File: config.mk
export PLATFORM = sky130hd
export DESIGN_NAME = cmp_iter_nb_flat
export DESIGN_NICKNAME = d
export VERILOG_FILES = /design/src/rtl/cmp_iter_nb_pkg.sv /design/src/rtl/cmp_iter_nb_if.sv /design/src/rtl/cmp_iter_nb_chunk.sv /design/src/rtl/cmp_iter_nb.sv /design/src/flat_wrapper.sv
export SDC_FILE = /design/constraint.sdc
export NUM_CORES = 1
export LEC_CHECK = 0
export BUFFER_PORTS_ARGS = -buffer_cell sky130_fd_sc_hd__buf_2
export CAP_MARGIN = 20
export CORE_ASPECT_RATIO = 1.1
export CORE_MARGIN = 4
export CORE_UTILIZATION = 40
export CTS_CLUSTER_DIAMETER = 120
export DETAILED_ROUTE_END_ITERATION = 8
export HOLD_SLACK_MARGIN = 0.03
export PLACE_DENSITY = 0.72
export SLEW_MARGIN = 0
export SYNTH_ARGS = -nofsm -noshare
export SYNTH_HDL_FRONTEND = slang
export SYNTH_SLANG_ARGS = --single-unit
File: constraint.sdc
create_clock -name clk_i -period 2.9 [get_ports clk_i]
set_input_delay 0.435 -clock clk_i [delete_from_list [all_inputs] [get_ports clk_i]]
set_output_delay 0.435 -clock clk_i [all_outputs]
set_load 0.02 [all_outputs]
File: src/rtl/cmp_iter_nb_pkg.sv
// Shared constants for the iterative comparator: branch relation codes,
// FSM state encodings and the relation-to-flag mapping.
package cmp_iter_nb_pkg;

  localparam logic [2:0] CMP_EQ  = 3'b000;
  localparam logic [2:0] CMP_NE  = 3'b001;
  localparam logic [2:0] CMP_LT  = 3'b100;
  localparam logic [2:0] CMP_GE  = 3'b101;
  localparam logic [2:0] CMP_LTU = 3'b110;
  localparam logic [2:0] CMP_GEU = 3'b111;

  localparam logic [1:0] ST_IDLE = 2'd0;
  localparam logic [1:0] ST_CMP  = 2'd1;
  localparam logic [1:0] ST_DONE = 2'd2;

  function automatic logic is_signed_op(input logic [2:0] op);
    return (op == CMP_LT) || (op == CMP_GE);
  endfunction

  // Unused funct3 codes (010/011) fall into the EQ default.
  function automatic logic rel_flag(input logic [2:0] op, input logic lt, input logic eq);
    case (op)
      CMP_NE:           return !eq;
      CMP_LT, CMP_LTU:  return lt;
      CMP_GE, CMP_GEU:  return !lt;
      default:          return eq;
    endcase
  endfunction

endpackage

File: src/rtl/cmp_iter_nb_if.sv
// Request/response handshake bundle for cmp_iter_nb; names are from the
// comparator's point of view (slave modport).
interface cmp_iter_nb_if #(parameter int W = 32);
  logic         in_valid_i;
  logic         in_ready_o;
  logic [W-1:0] a_i;
  logic [W-1:0] b_i;
  logic [2:0]   op_i;
  logic         abort_i;
  logic         out_valid_o;
  logic         out_ready_i;
  logic         flag_o;
  logic [W-1:0] res_o;

  modport master (
    output in_valid_i, a_i, b_i, op_i, abort_i, out_ready_i,
    input  in_ready_o, out_valid_o, flag_o, res_o
  );

  modport slave (
    input  in_valid_i, a_i, b_i, op_i, abort_i, out_ready_i,
    output in_ready_o, out_valid_o, flag_o, res_o
  );
endinterface

File: src/rtl/cmp_iter_nb_chunk.sv
// Unsigned less-than / equal for one CHUNK-bit slice.
module cmp_chunk #(
  parameter int CHUNK = 8
) (
  input  logic [CHUNK-1:0] a_i,
  input  logic [CHUNK-1:0] b_i,
  output logic             lt_o,
  output logic             eq_o
);
  assign lt_o = a_i < b_i;
  assign eq_o = a_i == b_i;
endmodule

File: src/rtl/cmp_iter_nb.sv
// Multi-cycle RISC-V branch-relation comparator: scans CHUNK bits per cycle
// from the MSB and stops at the first differing chunk.
module cmp_iter_nb
  import cmp_iter_nb_pkg::*;
#(
  parameter int W     = 32,
  parameter int CHUNK = 8
) (
  input  logic          clk_i,
  input  logic          rstn_i,
  cmp_iter_nb_if.slave  bus
);

  localparam int NCHUNK = W / CHUNK;
  localparam int KW     = (NCHUNK > 1) ? $clog2(NCHUNK) : 1;
  localparam logic [KW-1:0] K_TOP = KW'(NCHUNK - 1);

  logic [1:0]    state_q, state_d;
  logic [W-1:0]  a_q, a_d, b_q, b_d;
  logic [2:0]    op_q, op_d;
  logic [KW-1:0] k_q, k_d;
  logic          flag_q, flag_d;

  logic [CHUNK-1:0] ca, cb;
  logic             c_lt, c_eq;
  logic             sign_mm, lt_r, eq_r, finish;

  assign ca = a_q[int'(k_q)*CHUNK +: CHUNK];
  assign cb = b_q[int'(k_q)*CHUNK +: CHUNK];

  cmp_chunk #(.CHUNK(CHUNK)) u_chunk (
    .a_i  (ca),
    .b_i  (cb),
    .lt_o (c_lt),
    .eq_o (c_eq)
  );

  // Differing sign bits decide a signed compare outright; with equal sign
  // bits the plain unsigned scan already gives the signed answer.
  assign sign_mm = is_signed_op(op_q) && (k_q == K_TOP) && (a_q[W-1] != b_q[W-1]);
  assign lt_r    = sign_mm ? a_q[W-1] : c_lt;
  assign eq_r    = !sign_mm && c_eq;
  assign finish  = sign_mm || !c_eq || (k_q == '0);

  always_comb begin
    state_d = state_q;
    a_d     = a_q;
    b_d     = b_q;
    op_d    = op_q;
    k_d     = k_q;
    flag_d  = flag_q;
    if (bus.abort_i) begin
      state_d = ST_IDLE;
    end else begin
      case (state_q)
        ST_IDLE: if (bus.in_valid_i) begin
          a_d     = bus.a_i;
          b_d     = bus.b_i;
          op_d    = bus.op_i;
          k_d     = K_TOP;
          state_d = ST_CMP;
        end
        ST_CMP: if (finish) begin
          flag_d  = rel_flag(op_q, lt_r, eq_r);
          state_d = ST_DONE;
        end else begin
          k_d = k_q - 1'b1;
        end
        ST_DONE: if (bus.out_ready_i) state_d = ST_IDLE;
        default: state_d = ST_IDLE;
      endcase
    end
  end

  always_ff @(posedge clk_i or negedge rstn_i) begin
    if (!rstn_i) begin
      state_q <= ST_IDLE;
      a_q     <= '0;
      b_q     <= '0;
      op_q    <= '0;
      k_q     <= K_TOP;
      flag_q  <= 1'b0;
    end else begin
      state_q <= state_d;
      a_q     <= a_d;
      b_q     <= b_d;
      op_q    <= op_d;
      k_q     <= k_d;
      flag_q  <= flag_d;
    end
  end

  assign bus.in_ready_o  = state_q == ST_IDLE;
  assign bus.out_valid_o = state_q == ST_DONE;
  assign bus.flag_o      = flag_q;
  assign bus.res_o       = W'(flag_q);

endmodule
File: src/flat_wrapper.sv
// flat-port wrapper written by rule: the top's interface ports become plain ports
module cmp_iter_nb_flat import cmp_iter_nb_pkg::*;
#(
  parameter int W     = 32,
  parameter int CHUNK = 8
)
  (clk_i, rstn_i, bus_in_valid_i, bus_a_i, bus_b_i, bus_op_i, bus_abort_i, bus_out_ready_i, bus_in_ready_o, bus_out_valid_o, bus_flag_o, bus_res_o);
  cmp_iter_nb_if #(.W(W)) bus_i ();
  input  logic clk_i;
  input  logic rstn_i;
  input wire logic [$bits(bus_i.in_valid_i)-1:0] bus_in_valid_i;
  input wire logic [$bits(bus_i.a_i)-1:0] bus_a_i;
  input wire logic [$bits(bus_i.b_i)-1:0] bus_b_i;
  input wire logic [$bits(bus_i.op_i)-1:0] bus_op_i;
  input wire logic [$bits(bus_i.abort_i)-1:0] bus_abort_i;
  input wire logic [$bits(bus_i.out_ready_i)-1:0] bus_out_ready_i;
  output wire logic [$bits(bus_i.in_ready_o)-1:0] bus_in_ready_o;
  output wire logic [$bits(bus_i.out_valid_o)-1:0] bus_out_valid_o;
  output wire logic [$bits(bus_i.flag_o)-1:0] bus_flag_o;
  output wire logic [$bits(bus_i.res_o)-1:0] bus_res_o;
  assign bus_i.in_valid_i = bus_in_valid_i;
  assign bus_i.a_i = bus_a_i;
  assign bus_i.b_i = bus_b_i;
  assign bus_i.op_i = bus_op_i;
  assign bus_i.abort_i = bus_abort_i;
  assign bus_i.out_ready_i = bus_out_ready_i;
  assign bus_in_ready_o = bus_i.in_ready_o;
  assign bus_out_valid_o = bus_i.out_valid_o;
  assign bus_flag_o = bus_i.flag_o;
  assign bus_res_o = bus_i.res_o;
  cmp_iter_nb #(.W(W), .CHUNK(CHUNK)) u_core (.clk_i(clk_i), .rstn_i(rstn_i), .bus(bus_i));
endmodule
# After elaboration in Yosys (flattened, before gate mapping)
# Cells that the tools add are included.
[word_totals] latch_bits=0 rom_bits=0 elab_cells=55 ramBits=0 register_bits=72 n_memories=0
[classes] n_mux=10 bitwise_logic=1 magnitude_cmp=1 n_shift=2 div_mod_pow=0 reduce_logical=19 addsub=1 n_mul=0 eq_ne=15
[ops] operator="indexed part select 32 x 6 -> 8 bit" count=2
[ops] operator="equality test 3 bit (second input constant)" count=4
[ops] operator="two-way mux 2 bit" count=6
[ops] operator="AND reduction 3 bit" count=3
[ops] operator="equality test 8 bit" count=1
[ops] operator="< comparator 8 bit" count=1
[ops] operator="!= test 3 bit (second input constant)" count=2
[ops] operator="one-hot mux 2 bit (3 select lines)" count=1
[ops] operator="equality test 2 bit (second input constant)" count=2
[ops] operator="zero test 1 bit" count=4
[ops] operator="zero test 2 bit" count=2
[ops] operator="!= test 2 bit (second input constant)" count=2
[ops] operator="one-hot mux 2 bit (2 select lines)" count=1
[ops] operator="AND reduction 4 bit" count=1
[ops] operator="OR reduction 2 bit" count=2
[ops] operator="equality test 3 x 1 -> 1 bit (second input constant)" count=1
[ops] operator="logical AND 1 bit" count=3
[ops] operator="logical OR 1 bit" count=3
[ops] operator="!= test 3 x 2 -> 1 bit (second input constant)" count=1
[ops] operator="one-hot mux 1 bit (3 select lines)" count=1
[ops] operator="equality test 2 x 1 -> 1 bit (second input constant)" count=1
[ops] operator="nonzero test 2 bit" count=1
[ops] operator="subtractor 2 x 1 -> 2 bit (second input constant)" count=1
[ops] operator="two-way mux 1 bit" count=1
[ops] operator="other kinds (2)" count=2

# Logic depth before layout (Yosys ltp)
# Gate-level depths: netlist (run 1).
[logic_depth] word_depth=9 ltp_mapped=9 depth_no_buf=8

# By module
# A second synthesis (run 1) with hierarchy kept.
[unflattened] hier_cells=265 hier_area_um2=3712.3
[modules_own_cells] module="cmp_iter_nb" area_each_um2=3509.6 n_inst=1 cells_per_inst=238
[modules_own_cells] module="cmp_chunk" area_each_um2=202.7 n_inst=1 cells_per_inst=27

# Worst setup path after synthesis (run 1)
# No wires, ideal clock.
[synth_path] kind="reg2reg" start="reg u_core.k_q[0]" end="reg u_core.k_q[1]" setup_slack_ns=-0.260 setup_time_ns=0.085 n_path_buf=2 required_ns=2.815 period_less_slack_ns=3.160 path_stages_with_launch=10 arrival_ns=3.076 cell_sequence="dfstp_2 > buf_2 > buf_2 > mux4_2 > ha_1 > nand4_1 > a2111oi_4 > nand2_2 > a21boi_2 > mux2_1"
[synth_between] elab_chain_cells=7
[synth_lines] item="from (decl)" line_no="cmp_iter_nb.sv:21" source="logic [KW-1:0] k_q, k_d;"
[synth_lines] item="from (signal assigned)" line_no="cmp_iter_nb.sv:88" source="k_q <= k_d;"
[synth_lines] item="indexed part select 32 x 6 -> 8 bit, or another cell as far along" line_no="cmp_iter_nb.sv:28" source="assign ca = a_q[int'(k_q)*CHUNK +: CHUNK];"
[synth_lines] item="equality test 8 bit / logical AND 1 bit (equally long branches)" line_no="cmp_iter_nb_chunk.sv:11, cmp_iter_nb.sv:40"
[synth_lines] item="zero test 1 bit / logical AND 1 bit (equally long branches)" line_no="cmp_iter_nb.sv:43, cmp_iter_nb.sv:40"
[synth_lines] item="logical OR 1 bit (2 in a row)" line_no="cmp_iter_nb.sv:43" source="assign finish = sign_mm || !c_eq || (k_q == '0);"
[synth_lines] item="!= test 2 bit (no source line)"
[synth_lines] item="AND reduction 4 bit (no source line)"
# Parallel ways exist; a longest one is shown, timed or not. The select of a mux whose other input is x is not followed.
# A chain may end at the register's enable or synchronous reset.

# Worst setup path in the final report (run 1)
# Same ends and word-level chain as after synthesis.

==> results of run 1 <==
[cell type report]
| cell class | instances | area [sq um] |
|---|---|---|
| repair buffers | 86 | 494 |
| clock inverters | 2 | 12.5 |
| inverters | 11 | 41.3 |
| flip-flops and latches | 72 | 1800 |
| fillers | 813 | 4520 |
| well taps | 114 | 143 |
| clock buffers | 14 | 173 |
| multi-input cells | 165 | 1730 |
[timing repair]
| item | 4_1_cts | 5_1_grt |
|---|---|---|
| hold buffers | 0 | 0 |
| resized for setup | 0 | 11 |
| endpoints found under the setup margin | 1 | 4 |
| pin swaps | 1 | 6 |
| setup buffers | 0 | 3 |
| cloned | 0 | 1 |
[where the power goes]
group	internal, uW	switching (uW)	total (uW)
clock	381	349	730
combinational	432	331	763
sequential	1220	135	1360
[path summary, 6_finish.rpt]
kind	from	slack (ns)	depth (start not counted)	end
max reg2reg	u_core.k_q[0]	0.04	8	u_core.k_q[1]
min reg2reg	u_core.a_q[0]	0.51	1	u_core.a_q[0]
min	rstn_i	0.19	1	u_core.b_q[15]
max in group asynchronous	rstn_i	2.09	1	u_core.b_q[22]
max	u_core.k_q[0]	0.04	8	u_core.k_q[1]
min in group clk_i	bus_b_i[15]	0.33	2	u_core.b_q[15]
[flip-flops by register name, indices dropped and copies added, names as in the netlist]
register           cells
u_core.op_q            3
u_core.k_q             2
u_core.state_q         2
u_core.b_q            32
u_core.a_q            32
u_core.bus.flag_o      1
[synth_stat cells]
master / instances
sky130_fd_sc_hd__a22oi_1: 1
sky130_fd_sc_hd__mux2_2: 69
sky130_fd_sc_hd__o221ai_1: 1
sky130_fd_sc_hd__xor2_1: 1
sky130_fd_sc_hd__nand2_2: 1
sky130_fd_sc_hd__nand3_1: 3
sky130_fd_sc_hd__dfrtp_1: 70
sky130_fd_sc_hd__o211ai_1: 1
sky130_fd_sc_hd__o32a_1: 1
sky130_fd_sc_hd__nor2b_1: 3
sky130_fd_sc_hd__mux2_1: 1
sky130_fd_sc_hd__and4b_1: 1
sky130_fd_sc_hd__a21boi_2: 1
sky130_fd_sc_hd__a21oi_1: 4
sky130_fd_sc_hd__a2111oi_4: 1
sky130_fd_sc_hd__mux4_2: 16
sky130_fd_sc_hd__ha_1: 10
sky130_fd_sc_hd__clkbuf_1: 2
sky130_fd_sc_hd__or4bb_1: 1
sky130_fd_sc_hd__nand2_1: 2
sky130_fd_sc_hd__nand4_1: 2
sky130_fd_sc_hd__inv_1: 11
sky130_fd_sc_hd__a21o_1: 1
sky130_fd_sc_hd__or2_2: 1
sky130_fd_sc_hd__nand2b_1: 1
sky130_fd_sc_hd__nor3_2: 1
sky130_fd_sc_hd__nor2_1: 3
sky130_fd_sc_hd__nor3b_2: 1
sky130_fd_sc_hd__o21ai_0: 3
sky130_fd_sc_hd__buf_2: 9
sky130_fd_sc_hd__buf_4: 32
sky130_fd_sc_hd__dfstp_2: 2
sky130_fd_sc_hd__and3b_4: 1
sky130_fd_sc_hd__and2b_1: 1
sky130_fd_sc_hd__conb_1: 1
sky130_fd_sc_hd__a221oi_1: 1
[layer usage]
metal  GRT usage  up-vias
met2       0.235       71
met5           0        -
li1            -     1056
met1       0.173     1131
met3      0.0307       11
met4      0.0576        0
[per-stage QoR]
step	std cells	setup TNS, ns	instance area (sq um)
after detailed placement	444	-0.00314	4110
after CTS	460	0	4290
final	464	0	4400
after global placement	444	0	4110
after global routing	464	-0.123	4400
after floorplan	291	0	3820
[kinds of logic (layout without fill, tap and decap cells)]
logic type               after synthesis  count (layout)  share of synthesized area
multiplexers                          86              86                      0.311
flip-flops                            72              72                      0.488
buffers and inverters                 54             113                     0.0904
AND/OR/NAND/NOR                       22              22                     0.0399
AO/OA/AOI/OAI                         15              15                     0.0335
adder cells (fa/ha/maj)               10              10                     0.0339
other                                  1              31                    0.00101
XOR/XNOR                               1               1                    0.00237
[critical path, stage by stage (launching register included)]
cell and delay (ns):
sky130_fd_sc_hd__dfstp_2 0.60, sky130_fd_sc_hd__buf_12 0.15, sky130_fd_sc_hd__mux4_2 0.54, sky130_fd_sc_hd__ha_4 0.29
sky130_fd_sc_hd__nand4_1 0.20, sky130_fd_sc_hd__a2111oi_4 0.41, sky130_fd_sc_hd__nand2_2 0.08, sky130_fd_sc_hd__a21boi_2 0.19
sky130_fd_sc_hd__mux2_4 0.32
==> reports/metrics.yaml, run 1 <==
sta:
  setup_viol_count_final: 0
  timing_hold_violations_final: 0
  worst_clock_skew_ns: 0.00454
  finalMaxSlewViolations: 0
  grt_setup_unrepaired: "true"
  finalCritPeriodShare: 0.987
  fin_crit_ns: 2.86
  max_clock_freq_mhz: 349
  final_setup_slack_of_the_worst_path_ns: 0.0371
  tightest_slew_ns: 0.898
  timing.slew.headroom: 0.401
  final.hold.worst_slack_ns: 0.190
die:
  die_y_um: 109
  io_pins: 107
  starting_density: 0.414
  placeable_core_region_sq_um: 8920
  die_x_um: 99.7
  row_count: 36
  fp.dieArea_sq_um: 10800
run:
  timing.max_cap.violations: 0
grt:
  grt_pass1_wl_um: 11600
  grt_antenna_before_repair: 0
  track_usage: 0.139
  via_count_of_the_first_global_routing_pass: 2369
  gr-total-overflow: 0
  grt_start_max_net_pins: 73
place:
  post-place-ws_ns: -0.00314
  portBuffers: 75
  hpwl_um: 5480
  gp_congestion: 0.829
critical_path:
  critPathCaptureType: "flop"
  timing.critical_path.from_type: "flop"
  worstPathRequired_ns: 3.16
  critPathMaxFanout: 7
  worst_ep_arrival_time_ns: 3.12
  timing_worst_setup_path_type: "flop to flop"
cts:
  worst_setup_hold_path_clk_slew_ns: 0.07
  worstSkewPairLatency_ns: 0.33
  cts.path.max_buffers: 2
  tritoncts_clock_tree: "done"
  cts_made_buffers: 9
  clock-sinks: 72
  number_of_h_tree_levels: 3
  ctsRootBufferMaster: "sky130_fd_sc_hd__clkbuf_8"
yosys:
  synth_area_sq_um: 3700
  post_synth_num_cell_types: 36
  synth_top_cells_by_area: "sky130_fd_sc_hd__dfrtp_1 47%, sky130_fd_sc_hd__mux2_2 21%, sky130_fd_sc_hd__mux4_2 9.7%"
  synth_largest_area_cell: "sky130_fd_sc_hd__dfrtp_1"
  syn-mean-instance-area_sq_um: 14.2
  synth_seq_area_share: 0.488
  postSynthCellCount: 261
  synth.ff_latch_count: 72
  synth_top_area_frac: 0.474
  yosys_warnings: 0
detailed_routing:
  met1Wirelength_um: 3030
  detail-route-antenna-nets: 0
  detail_route.vias_per_cell: 4.89
  dr_total_vias: 2269
  route.detailed.drc: 0
  drt_pre_antenna_iters: 3
  dr_wl_met2_um: 3790
  top_metal_layer_carrying_routed_signals: "met4"
  route.detailed.wl_per_inst_um: 15.8
  finalWirelength_um: 7320
  drtIter0Drc: 60
  met3_length_um: 402
layout:
  nets: 427
  antenna-diode-count: 0
  fin_util: 0.494
  post_route_cells_drive_above_1_share: 0.580
  syn2layout_area_growth_pct: 19.1
  commonest_non_fill_non_tap_cell_in_the_layout: "sky130_fd_sc_hd__buf_2"
  layout_common_cells: "74 x sky130_fd_sc_hd__buf_2, 70 x sky130_fd_sc_hd__dfrtp_1, 69 x sky130_fd_sc_hd__mux2_2"
run_status:
  outcome: "finished, final reports clean"
power:
  powerDensity_nw_per_um2: 647
  totalPowerFinal_uw: 2850
  vdd.ir_drop.worst_mv: 0.247
  leakagePower_uw: 0.00202
worst_hold_path:
  hold_path.class: "primary input to asynchronous set/reset pin"
No activity file was read; power rests on OpenSTA's default activity.
==> run 2: changes to the inputs <==
--- a/config.mk
+++ b/config.mk
@@ -17,4 +17,5 @@
 export SLEW_MARGIN = 0
 export SYNTH_ARGS = -nofsm -noshare
 export SYNTH_HDL_FRONTEND = slang
+export SYNTH_HIERARCHICAL = 1
 export SYNTH_SLANG_ARGS = --single-unit
==> run 2 against run 1 <==
Synthesized cell count increased by 1.5%. Sequential share of layout area decreased by 0.35 points. Combinational power increased by 6.9%. Total power increased by 7.2%. Maximum frequency decreased by 1.2%. Utilization increased by 0.17 points. Sequential cell count unchanged. Critical path depth increased by 4. Largest cell class unchanged.
==> reports/metrics.yaml, run 2 <==
die:
  die_x_um: 99.9
  fp.dieArea_sq_um: 10900
  io_pins: 107
  starting_density: 0.414
  die_y_um: 109
  placeable_core_region_sq_um: 8960
  row_count: 36
sta:
  final.hold.worst_slack_ns: 0.154
  fin_crit_ns: 2.90
  worst_clock_skew_ns: 0.00667
  timing.slew.headroom: 0.497
  max_clock_freq_mhz: 345
  setup_viol_count_final: 0
  timing_hold_violations_final: 0
  finalCritPeriodShare: 0.999
  fin_setup_tns_ns: 0
  finalMaxSlewViolations: 0
  grt_setup_unrepaired: "true"
  tightest_slew_ns: 0.754
critical_path:
  critPathCaptureType: "flop"
  critical_path.top_delay_family: "flip-flops"
  worst_ep_arrival_time_ns: 3.16
  crit_path_frequent_cell: "sky130_fd_sc_hd__buf_4"
  worstPathRequired_ns: 3.16
  timing_worst_setup_path_type: "flop to flop"
  crit_slowest_cell: "sky130_fd_sc_hd__dfstp_2"
  critPathMaxFanout: 8
  max_stage_delay_ns: 0.65
  crit_chain: "buf_12, mux4_2, ha_4, nand4_1, buf_4, nor2_1, inv_1, a311oi_2, buf_4, nand3_1, o21ai_0, a21oi_1"
  timing.critical_path.from_type: "flop"
  total_buffers_and_inverters_traversed_by_the_critical_path: 4
detailed_routing:
  finalWirelength_um: 7340
  route.detailed.drc: 0
  route.detailed.wl_per_inst_um: 15.5
  detail_route.vias_per_cell: 4.83
  drtIter0Drc: 105
  dr_total_vias: 2296
  drt_pre_antenna_iters: 4
  detail-route-antenna-nets: 0
layout:
  commonest_non_fill_non_tap_cell_in_the_layout: "sky130_fd_sc_hd__buf_2"
  layout_top_registers: "u_core/a_q x32, u_core/b_q x32, u_core/op_q x3"
  nets: 437
  post_route_cells_drive_above_1_share: 0.475
  fin_util: 0.495
  syn2layout_area_growth_pct: 19.6
  layout_common_cells: "75 x sky130_fd_sc_hd__buf_2, 70 x sky130_fd_sc_hd__dfrtp_1, 37 x sky130_fd_sc_hd__mux2_2"
yosys:
  yosys-top-cells-count: "70 x sky130_fd_sc_hd__dfrtp_1, 37 x sky130_fd_sc_hd__mux2_2, 33 x sky130_fd_sc_hd__buf_4"
  post_synth_num_cell_types: 34
  synth_seq_area_share: 0.486
  synth_edf_count: 0
  synth-main-ff-cell: "sky130_fd_sc_hd__dfrtp_1"
  synth_top_cells_by_area: "sky130_fd_sc_hd__dfrtp_1 47%, sky130_fd_sc_hd__mux2_2 11%, sky130_fd_sc_hd__mux4_2 9.7%"
  ys_async_sr_fraction: 1.00
  synth_top_area_frac: 0.472
  synth.ff_latch_count: 72
  postSynthCellCount: 265
  synth_area_sq_um: 3710
  synth_largest_area_cell: "sky130_fd_sc_hd__dfrtp_1"
  yosys_warnings: 6
  syn-mean-instance-area_sq_um: 14.0
  yosys.cell_count.top_type: "sky130_fd_sc_hd__dfrtp_1"
power:
  netSwitchingPower_uw: 877
  leakagePower_uw: 0.00206
  gate_power_share: 0.267
  powerDensity_nw_per_um2: 688
  vdd.ir_drop.worst_mv: 0.444
  power_frac_clock: 0.284
  internal-power_uw: 2180
  sw_frac_of_total: 0.287
  sequentialPowerShare: 0.449
cts:
  cts_made_buffers: 9
  worstSkewPairLatency_ns: 0.35
  worst_setup_hold_path_clk_slew_ns: 0.08
  cts.path.max_buffers: 2
  ctsRootBufferMaster: "sky130_fd_sc_hd__clkbuf_8"
  clock-sinks: 72
  number_of_h_tree_levels: 3
  ctsHoldBuffers: 0
  tritoncts_clock_tree: "done"
run:
  timing.max_cap.violations: 0
place:
  gp_congestion: 0.770
  hpwl_um: 5600
  portBuffers: 75
grt:
  grt_start_max_net_pins: 68
  gr-total-overflow: 0
  grt_pass1_wl_um: 12000
  grt_antenna_before_repair: 0
  via_count_of_the_first_global_routing_pass: 2432
  track_usage: 0.144
run_status:
  outcome: "finished, final reports clean"
worst_hold_path:
  hold_path.class: "primary input to asynchronous set/reset pin"
==> run 2: final timing paths <==
kind | startpoint | endpoint | slack [ns] | depth (start not counted)
setup / recovery | u_core/k_q[0] | u_core/k_q[1] | 0.003 | 12
hold / removal | rstn_i | u_core/b_q[8] | 0.15 | 1
setup reg to reg | u_core/k_q[0] | u_core/k_q[1] | 0.003 | 12
hold reg to reg | u_core/a_q[16] | u_core/a_q[16] | 0.49 | 1
max in group asynchronous | rstn_i | u_core/k_q[1] | 1.96 | 2
min in group clk_i | bus_b_i[0] | u_core/b_q[0] | 0.30 | 2
==> run 2: cells by family (layout without fill, tap and decap cells) <==
logic type	after synthesis	after routing	synth area share
AO/OA/AOI/OAI	15	15	0.0297
XOR/XNOR	3	3	0.00708
adder cells (fa/ha/maj)	10	10	0.0337
buffers and inverters	56	121	0.0981
flip-flops	72	72	0.486
multiplexers	85	85	0.306
other	1	32	0.00101
AND/OR/NAND/NOR	23	23	0.0388
==> run 2: metal layers <==
metal / global-route usage / vias to the layer above / part of all wire
met5: 0 / - / 0
met3: 0.0409 / 10 / 0.074
li1: - / 1066 / -
met4: 0.0498 / 0 / 0.013
met1: 0.176 / 1131 / 0.40
met2: 0.245 / 89 / 0.51
==> run 2: worst reg2reg max path: stages, from the launching register on <==
cell and delay [ns]:
sky130_fd_sc_hd__dfstp_2 0.65, sky130_fd_sc_hd__buf_12 0.17, sky130_fd_sc_hd__mux4_2 0.53, sky130_fd_sc_hd__ha_4 0.29, sky130_fd_sc_hd__nand4_1 0.13, sky130_fd_sc_hd__buf_4 0.16, sky130_fd_sc_hd__nor2_1 0.11, sky130_fd_sc_hd__inv_1 0.08
sky130_fd_sc_hd__a311oi_2 0.23, sky130_fd_sc_hd__buf_4 0.19, sky130_fd_sc_hd__nand3_1 0.08, sky130_fd_sc_hd__o21ai_0 0.09, sky130_fd_sc_hd__a21oi_1 0.10
==> run 2: repair_timing <==
item	in CTS	in global routing
buffers inserted	7	0
gates cloned	0	0
setup endpoints to repair	4	5
resized for setup	3	1
pin swaps	1	0
==> run 2: power groups by stage <==
stage          clock [uW]  sequential, uW  combinational (uW)
2_1_floorplan           0            1330                 628
3_3_place_gp            0            1390                 745
3_5_place_dp            0            1390                 771
4_1_cts               889            1380                 821
5_1_grt               930            1400                 906
6_report              868            1370                 816
==> run 2: final cells by class <==
| cell class | instances | area [sq um] |
|---|---|---|
| Antenna cell | 1 | 2.50 |
| Clock buffer | 9 | 124 |
| Clock inverter | 7 | 96.3 |
| Fill cell | 780 | 4520 |
| Inverter | 12 | 45.0 |
| Multi-Input combinational cell | 167 | 1690 |
| Sequential cell | 72 | 1800 |
| Tap cell | 114 | 143 |
| Timing Repair Buffer | 93 | 536 |
==> run 2: stage by stage <==
stage	instances	setup slack [ns]	power, uW	instance area, sq um
global route	474	-0.239	3240	4440
detailed placement	451	-0.142	2160	4130
floorplan	295	0.00585	1960	3840
CTS	474	0.000141	3090	4430
finish	475	0.00297	3060	4440
global placement	451	-0.0934	2130	4130
==> run 3: changes to the inputs <==
--- a/config.mk
+++ b/config.mk
@@ -5,6 +5,7 @@
 export SDC_FILE = /design/constraint.sdc
 export NUM_CORES = 1
 export LEC_CHECK = 0
+export ABC_AREA = 1
 export BUFFER_PORTS_ARGS = -buffer_cell sky130_fd_sc_hd__buf_2
 export CAP_MARGIN = 20
 export CORE_ASPECT_RATIO = 1.1
@@ -13,7 +14,7 @@
 export CTS_CLUSTER_DIAMETER = 120
 export DETAILED_ROUTE_END_ITERATION = 8
 export HOLD_SLACK_MARGIN = 0.03
-export PLACE_DENSITY = 0.72
+export PLACE_DENSITY = 0.69
 export SLEW_MARGIN = 0
 export SYNTH_ARGS = -nofsm -noshare
 export SYNTH_HDL_FRONTEND = slang
==> constraint.sdc (replaced) <==
create_clock -name clk_i -period 3.64 [get_ports clk_i]
set_input_delay 0.546 -clock clk_i [delete_from_list [all_inputs] [get_ports clk_i]]
set_output_delay 0.546 -clock clk_i [all_outputs]
set_load 0.02 [all_outputs]
==> run 3 against run 2 <==
Sequential power fell by 19%. Largest cell class is now multi-input combinational cells. Synthesized cell count rose by 37%. Setup slack better by 0.98 ns. Routed wire length grew 12%. Register-to-register slack better by 0.98 ns. Maximum frequency rose by 8.9%. Total power decreased by 19%. Utilization fell by 2.7 points. Hold slack worse by 0.048 ns. Non-clock buffer count shrank 13. Sequential share of layout area down 0.057 points. Via count up 18%. Critical endpoint unchanged.
==> reports/metrics.yaml, run 3 <==
yosys:
  synth_seq_area_share: 0.458
  synth_top_cells_by_area: "sky130_fd_sc_hd__dfrtp_1 45%, sky130_fd_sc_hd__mux2_4 19%, sky130_fd_sc_hd__buf_4 6.1%"
  yosys-top-cells-count: "70 x sky130_fd_sc_hd__dfrtp_1, 49 x sky130_fd_sc_hd__mux2_4, 43 x sky130_fd_sc_hd__nor2_1"
  synth_largest_area_cell: "sky130_fd_sc_hd__dfrtp_1"
  yosys_warnings: 6
  synth_top_area_frac: 0.445
  syn-mean-instance-area_sq_um: 10.8
  synth-main-ff-cell: "sky130_fd_sc_hd__dfrtp_1"
  postSynthCellCount: 363
  synth_area_sq_um: 3940
  synth.ff_latch_count: 72
  ys_async_sr_fraction: 1.00
  synth_edf_count: 0
  yosys.cell_count.top_type: "sky130_fd_sc_hd__dfrtp_1"
  post_synth_num_cell_types: 24
cts:
  worstSkewPairLatency_ns: 0.35
  number_of_h_tree_levels: 3
  cts_made_buffers: 9
  cts.path.max_buffers: 2
  ctsRootBufferMaster: "sky130_fd_sc_hd__clkbuf_8"
  clock-sinks: 72
  worst_setup_hold_path_clk_slew_ns: 0.07
  postCtsSetupRepairBufs: 0
  tritoncts_clock_tree: "done"
  ctsHoldBuffers: 0
  postCtsResizedCells: 0
power:
  vdd.ir_drop.worst_mv: 0.274
  leakagePower_uw: 0.00231
  netSwitchingPower_uw: 833
  gate_power_share: 0.336
  internal-power_uw: 1650
  totalPowerFinal_uw: 2480
  power_frac_clock: 0.218
  sw_frac_of_total: 0.336
  sequentialPowerShare: 0.446
  powerDensity_nw_per_um2: 559
critical_path:
  cp-startpoint: "u_core/k_q[1]"
  worst_ep_arrival_time_ns: 2.95
  timing.critical_path.from_type: "flop"
  timing_worst_setup_path_type: "flop to flop"
  crit_path_frequent_cell: "sky130_fd_sc_hd__nand2_1"
  crit_chain: "inv_1, o21ai_0, o22ai_1, ha_1, nand2_1, nor3_2, nand2_1, nor2_1, nand3_1, nand2_1, nand2_1, nand2_1"
  worstPathRequired_ns: 3.93
  critPathCaptureType: "flop"
  crit_slowest_cell: "sky130_fd_sc_hd__dfstp_2"
  r2r-start: "u_core/k_q[1]"
  max_stage_delay_ns: 0.72
  critPathMaxFanout: 19
detailed_routing:
  drt_pre_antenna_iters: 5
  detail_route.vias_per_cell: 4.86
  finalWirelength_um: 8230
  detail-route-antenna-nets: 0
  route.detailed.wl_per_inst_um: 14.8
  drtIter0Drc: 187
  route.detailed.drc: 0
  dr_total_vias: 2705
sta:
  fin_setup_tns_ns: 0
  tightest_slew_ns: 0.836
  timing_hold_violations_final: 0
  max_clock_freq_mhz: 376
  finalMaxSlewViolations: 0
  fin_crit_ns: 2.66
  worst_clock_skew_ns: 0.00793
  timing.slew.headroom: 0.443
  finalCritPeriodShare: 0.731
  setup_viol_count_final: 0
  grt_setup_unrepaired: "false"
layout:
  layout_common_cells: "75 x sky130_fd_sc_hd__buf_2, 70 x sky130_fd_sc_hd__dfrtp_1, 49 x sky130_fd_sc_hd__mux2_4"
  layout_top_registers: "u_core/a_q x32, u_core/b_q x32, u_core/op_q x3"
  post_route_cells_drive_above_1_share: 0.364
  nets: 517
  antenna-diode-count: 0
  commonest_non_fill_non_tap_cell_in_the_layout: "sky130_fd_sc_hd__buf_2"
  syn2layout_area_growth_pct: 12.9
die:
  die_y_um: 112
  io_pins: 107
  row_count: 37
  fp.dieArea_sq_um: 11500
  starting_density: 0.415
  placeable_core_region_sq_um: 9490
  die_x_um: 103
run_status:
  outcome: "finished, final reports clean"
grt:
  grt_start_max_net_pins: 47
  via_count_of_the_first_global_routing_pass: 2753
  track_usage: 0.151
  grt_pass1_wl_um: 13400
  grt_antenna_before_repair: 0
  gr-total-overflow: 0
place:
  hpwl_um: 6180
  portBuffers: 75
  gp_congestion: 0.773
worst_hold_path:
  hold_path.class: "primary input to asynchronous set/reset pin"
run:
  timing.max_cap.violations: 0
run 3: changes by cell type after synthesis, sizes merged, moves of 4 or more:
cell,before,now
clkbuf,2,8
inv,12,22
mux2,67,63
mux4,16,0
nand2,2,32
nand3,2,9
nor2,7,44
nor2b,4,0
o21ai,3,32
o22ai,0,16
run 3: logic make-up (layout without fill, tap and decap cells):
logic type / Yosys count / in the layout / synth area share
and+or+nand+nor: 88 / 88 / 0.0909
DFF: 72 / 72 / 0.458
buffers and inverters: 71 / 118 / 0.111
muxes: 63 / 63 / 0.227
AOI/OAI and AO/OA: 58 / 58 / 0.0804
adders and majority gates: 10 / 10 / 0.0318
other: 1 / 31 / 0.000953
run 3: worst paths after layout:
kind | end | slack [ns] | cells past startpoint
worst max-delay path | u_core/k_q[1] | 0.98 | 12
worst min-delay path | u_core/b_q[0] | 0.11 | 1
worst max register to register | u_core/k_q[1] | 0.98 | 12
worst min register to register | u_core/b_q[9] | 0.49 | 1
max in group asynchronous | u_core/a_q[20] | 2.78 | 2
min in group clk_i | u_core/state_q[1] | 0.38 | 2
run 3: power groups by stage:
stage | clock, uW | sequential (uW) | combinational [uW]
floorplan | 0 | 1070 | 690
global placement | 0 | 1120 | 803
detailed placement | 0 | 1120 | 833
CTS | 567 | 1110 | 839
global route | 598 | 1130 | 954
finish | 541 | 1110 | 835
run 3: critical path, delay by kind of cell, from the launching register on:
family          cells  cell delay, ns
fa+ha+maj           1            0.34
buf+inv             1            0.31
flops               1            0.72
simple gates        8            0.94
compound gates      2            0.28
run 3: cell type report:
type | count | area, sq um
clock buffers | 12 | 145
inverters | 22 | 82.6
clock inverters | 4 | 20.0
multi-input cells | 250 | 1820
repair buffers | 80 | 425
well taps | 117 | 146
flip-flops and latches | 72 | 1800
fillers | 879 | 5040
run 3: through the flow:
step / hold WS (ns) / utilization / area [sq um] / setup slack [ns] / cells
6_report: 0.106 / 0.468 / 4450 / 0.981 / 557
5_1_grt: 0.115 / 0.468 / 4450 / 0.630 / 557
4_1_cts: 0.0920 / 0.468 / 4450 / 1.01 / 557
3_5_place_dp: 0.479 / 0.451 / 4280 / 1.05 / 541
3_3_place_gp: 0.469 / 0.451 / 4280 / 1.16 / 541
2_1_floorplan: 0.250 / - / 4050 / 1.29 / 393
run 3: routing by layer:
layer	GRT usage	up-vias	wire length, um
met2	0.232	103	3950
met1	0.202	1286	3620
met5	0	-	0
met3	0.0447	10	545
li1	-	1306	-
met4	0.0525	0	111
